--- src/rtl/mrv1_wb_arb.sv ---
`default_nettype none
// ============================================================================
// mrv1_wb_arb : round-robin writeback arbiter feeding the RF write port
// Rev 1.0
// ============================================================================
module mrv1_wb_arb #(
   parameter  int DATA_WIDTH_P     = 32,
   parameter  int NUM_THREADS_P    = 4,
   parameter  int NUM_SRC_P        = 3,
   parameter  int REG_ADDR_WIDTH_P = 5,
   localparam int TID_W            = (NUM_THREADS_P > 1) ? $clog2(NUM_THREADS_P) : 1
) (
   input  logic                                  clk_i,
   input  logic                                  reset_i,
   input  logic [NUM_SRC_P-1:0]                  src_valid_i,
   output logic [NUM_SRC_P-1:0]                  src_ready_o,
   input  logic [NUM_SRC_P*TID_W-1:0]            src_tid_i,
   input  logic [NUM_SRC_P*REG_ADDR_WIDTH_P-1:0] src_rd_addr_i,
   input  logic [NUM_SRC_P*DATA_WIDTH_P-1:0]     src_rd_data_i,
   input  logic                                  flush_i,
   input  logic [TID_W-1:0]                      flush_tid_i,
   output logic                                  rf_wr_en_o,
   output logic [TID_W-1:0]                      rf_wr_tid_o,
   output logic [REG_ADDR_WIDTH_P-1:0]           rf_wr_addr_o,
   output logic [DATA_WIDTH_P-1:0]               rf_wr_data_o,
   output logic                                  sb_clr_o,
   output logic [31:0]                           wb_count_o
);

   localparam int               PTR_W      = $clog2(NUM_SRC_P);
   localparam logic [PTR_W-1:0] LAST_SRC_C = PTR_W'(NUM_SRC_P - 1);

   logic [PTR_W-1:0]            rr_q, rr_d;
   logic                        wr_valid_q, wr_valid_d;
   logic [TID_W-1:0]            tid_q;
   logic [REG_ADDR_WIDTH_P-1:0] addr_q;
   logic [DATA_WIDTH_P-1:0]     data_q;
   logic [31:0]                 cnt_q;

   logic [NUM_SRC_P-1:0]        grant_w;
   logic [PTR_W-1:0]            gnt_idx_w;
   logic                        gnt_found_w;
   logic                        hs_w;
   logic [TID_W-1:0]            sel_tid_w;
   logic [REG_ADDR_WIDTH_P-1:0] sel_addr_w;
   logic [DATA_WIDTH_P-1:0]     sel_data_w;

   // Scan sources starting at rr_q, wrapping; first valid one wins.
   always_comb begin
      int idx;
      idx         = 0;
      grant_w     = '0;
      gnt_idx_w   = '0;
      gnt_found_w = 1'b0;
      for (int i = 0; i < NUM_SRC_P; i++) begin
         idx = int'(rr_q) + i;
         if (idx >= NUM_SRC_P) idx = idx - NUM_SRC_P;
         if (!gnt_found_w && src_valid_i[idx]) begin
            gnt_found_w  = 1'b1;
            grant_w[idx] = 1'b1;
            gnt_idx_w    = PTR_W'(idx);
         end
      end
   end

   assign src_ready_o = reset_i ? '0 : grant_w;
   assign hs_w        = gnt_found_w & ~reset_i;

   always_comb begin
      sel_tid_w  = '0;
      sel_addr_w = '0;
      sel_data_w = '0;
      for (int i = 0; i < NUM_SRC_P; i++) begin
         if (grant_w[i]) begin
            sel_tid_w  = src_tid_i[i*TID_W +: TID_W];
            sel_addr_w = src_rd_addr_i[i*REG_ADDR_WIDTH_P +: REG_ADDR_WIDTH_P];
            sel_data_w = src_rd_data_i[i*DATA_WIDTH_P +: DATA_WIDTH_P];
         end
      end
   end

   // Writes to x0 and results of a thread flushed this cycle are consumed silently.
   assign wr_valid_d = hs_w && (sel_addr_w != '0) && !(flush_i && (sel_tid_w == flush_tid_i));

   always_comb begin
      rr_d = rr_q;
      if (hs_w) rr_d = (gnt_idx_w == LAST_SRC_C) ? '0 : gnt_idx_w + PTR_W'(1);
   end

   always_ff @(posedge clk_i) begin
      if (reset_i) begin
         rr_q       <= '0;
         wr_valid_q <= 1'b0;
         tid_q      <= '0;
         addr_q     <= '0;
         data_q     <= '0;
         cnt_q      <= '0;
      end else begin
         rr_q       <= rr_d;
         wr_valid_q <= wr_valid_d;
         if (hs_w) begin
            tid_q  <= sel_tid_w;
            addr_q <= sel_addr_w;
            data_q <= sel_data_w;
         end
         if (wr_valid_q && (cnt_q != 32'hFFFF_FFFF)) cnt_q <= cnt_q + 32'd1;
      end
   end

   assign rf_wr_en_o   = wr_valid_q;
   assign sb_clr_o     = wr_valid_q;
   assign rf_wr_tid_o  = tid_q;
   assign rf_wr_addr_o = addr_q;
   assign rf_wr_data_o = data_q;
   assign wb_count_o   = cnt_q;

endmodule
`default_nettype wire

--- config.mk ---
export PLATFORM = sky130hd
export DESIGN_NAME = mrv1_wb_arb
export DESIGN_NICKNAME = d
export VERILOG_FILES = /design/src/rtl/mrv1_wb_arb.sv
export SDC_FILE = /design/constraint.sdc
export NUM_CORES = 1
export LEC_CHECK = 0
export ABC_CLOCK_PERIOD_IN_PS = 4100
export BUFFER_PORTS_ARGS = -buffer_cell sky130_fd_sc_hd__buf_4
export CORE_MARGIN = 2
export CORE_UTILIZATION = 39
export CTS_CLUSTER_SIZE = 28
export DETAILED_ROUTE_END_ITERATION = 8
export GPL_TIMING_DRIVEN = 0
export PLACE_DENSITY = 0.8
export RECOVER_POWER = 50
export SLEW_MARGIN = 40
export SYNTH_ARGS = -nofsm -noshare
export SYNTH_HDL_FRONTEND = slang
export SYNTH_SLANG_ARGS = --single-unit
--- constraint.sdc ---
create_clock -name clk_i -period 4.1 [get_ports clk_i]
set_clock_uncertainty 0.2 [all_clocks]
set_input_delay 0 -clock clk_i [delete_from_list [all_inputs] [get_ports clk_i]]
set_output_delay 0 -clock clk_i [all_outputs]
set_load 0.1 [all_outputs]
==> out/metrics.cfg <==
[sta]
setup_violations=0
slew_violations=0
worst_pin_slew_ps=1240
finalCritPeriodShare_pct=96.3
fmax_mhz=253
fin_hold_ws_ps=41.7
final.min_clock_period_ps=3950
relSlewSlack_pct=17.5
hold_viol_final=0

[place]
place.gp.congestion=0.911
dp_cells=809
numPortBuffers=199
dp_hpwl_um=9980

[synthesis]
syn_inst=477
ys_seq_elements=74
synth_fp_nets=607
yosys_warnings=0
synth_ff_type=dfxtp_1
ys_seq_area_share_pct=38.5
synth-async-reset-ratio_pct=0
synth_edf_count=0
syn_avg_cell_area_um2=8.06
synth_cell_types=46
synth_area_mm2=0.00384

[pwr]
p_per_area_mw_per_mm2=498
p_int_w=0.00164
total_power_w=0.00314
swShare_pct=47.7
power.switching_w=0.00150
combPwrFrac_pct=54.2
power_leakage_nw=2.49
vdd_ir_drop_max_mv=0.302
p_clk_share_pct=18.1
p_seq_share_pct=27.6

[grt]
grt_pass1_vias=4900
grt_max_degree=13
grt_usage_pct=27.3
grt_overflow=0
grt_pass1_wl_um=22900
antenna_found_initial=0

[floorplan]
die_w_um=103
die-area_mm2=0.0107
core_area_mm2=0.00968
start_util_pct=39.7
io_pins=201
floorplan.die.height_um=103
row_count=36

[layout]
nNetsFinal=906
drive_gt1_share_pct=21.1
fill_cells=822
stdcell_count=914
n_antenna_cell=0
syn2layout_area_growth_pct=64.3

[routing]
vias=4977
ant_nets=0
drt-total-wl_um=14900
firstDrtPassIters=5
routedWlPerCell_um=16.3
viasPerCell=5.45
drt_iter0_drc=318
drc=0

[min_path]
whs_path_depth=5
hold_path.class=in -> reg
hp-start=src_rd_addr_i[3]

[setup_path]
cp_data_required_time_ps=4140
setup.worst_path.end_class=flop
criticalPathCategory=reg -> reg
cp-start-kind=flop
cp_max_fo=8
critical_path.startpoint=rr_q[0]$_SDFFE_PP0P_
ff2ff_path_depth=13
r2r-start=rr_q[0]$_SDFFE_PP0P_
cp.arrival_ps=3990

[job]
drv_cap=0

[clock_network]
cts_max_level=3
numCtsBuffers=9
insertion_delay_ps=350
cts_buffer_depth=2
cts-root-buf=clkbuf_8
cts_tree=yes
clkSinkCount=74
path_clk_slew_ps=80

[run_status]
status=complete, no violations

flip-flops by register name (all words and copies together) (netlist names):
signal	count
rf_wr_data_o	32
wb_count_o	32
rf_wr_addr_o	5
rf_wr_tid_o	2
rr_q	2
rf_wr_en_o	1
layer usage:
layer	track usage (%)	wire length, um	share of wire, %
met4	14.8	654	4.4
met2	48.4	7460	50
met3	6.38	1120	7.5
met1	30.3	5680	38
met5	0	0	0
what timing repair did:
item / in CTS / in global routing
endpoints found under the setup margin: 0 / 32
setup buffers: 0 / 5
hold buffers: 83 / 0
resized for setup: 0 / 9
hold endpoints to repair: 42 / 0
Yosys cell counts (all sizes together), types with 6 or more instances:
master / number / area (um^2)
dfxtp: 74 / 1480
nand2: 54 / 203
nor2: 53 / 199
a21oi: 51 / 255
o21ai: 45 / 229
a221o: 33 / 332
clkbuf: 24 / 90.1
nand3: 13 / 65.1
xnor2: 13 / 114
inv: 11 / 41.3
xor2: 10 / 87.6
nand4: 9 / 56.3
buf: 8 / 63.8
nor2b: 7 / 43.8
or3: 7 / 43.8
a221oi: 6 / 65.1
and2: 6 / 40.0
and3: 6 / 37.5
critical path, stage by stage, from the launching register on:
cell           delay (ps)
dfxtp_1               390
inv_1                  80
ha_1                  400
and3b_1               200
a311o_1               330
a311o_1               340
a222oi_1              320
buf_4                 190
buf_4                 160
a221o_2               190
and3_1                160
o21ai_1                60
dlygate4sd3_1         570
o211a_1               240
kinds of logic after synthesis:
logic type	after synthesis	synth area share, %
mux	4	1.04
fa+ha+maj	5	1.63
flops	74	38.5
buf+inv	43	5.08
compound gates	152	26.5
xor+xnor	23	5.24
simple gates	176	21.9
per-stage QoR:
step	worst slack [ps]	cell area (um^2)	TNS (ps)	utilization (%)
floorplan	285	3840	0	-
global placement	623	5500	0	56.8
detailed placement	593	5510	0	56.9
CTS	34.9	6530	0	67.4
global route	-12.8	6310	-36.3	65.2
finish	150	6310	0	65.2
power groups by stage:
stage,registers (W),logic (W),clock network [W]
after detailed placement,0.000882,0.00150,0
after global placement,0.000879,0.00148,0
after CTS,0.000868,0.00171,0.000567
final,0.000869,0.00171,0.000570
after floorplan,0.00150,0.000490,0
after global routing,0.000877,0.00178,0.000606
layout make-up:
| class | instances | area, um^2 | area share, % |
|---|---|---|---|
| buffer | 32 | 159 | 2.52 |
| timing repair buffer | 288 | 2100 | 33.3 |
| tap | 133 | 166 | 2.64 |
| clock buffer | 11 | 131 | 2.08 |
| clock inverter | 5 | 55.1 | 0.872 |
| multi-input combinational | 360 | 2180 | 34.5 |
| inverter | 11 | 41.3 | 0.654 |
| sequential | 74 | 1480 | 23.5 |
final timing paths:
check,endpoint,slack [ps]
worst max-delay path,rf_wr_en_o$_SDFF_PP0_,150
worst min-delay path,rf_wr_en_o$_SDFF_PP0_,40
worst max register to register,rf_wr_en_o$_SDFF_PP0_,150
worst min register to register,rf_wr_data_o[24]$_SDFFE_PP0P_,260
layout by cell type (no fill, tap or decap), types with 10 or more instances in the layout:
master	synthesis	routed
clkbuf_1	24	95
dlygate4sd3_1	0	83
a221o_1	32	32
nor2_1	53	53
dfxtp_1	74	74
inv_1	11	11
nand2_1	54	54
buf_4	7	138
xnor2_1	13	13
xor2_1	10	10
o21ai_0	43	43
nand3_1	13	13
a21oi_1	51	51
No activity file was read; power rests on OpenSTA's default activity.
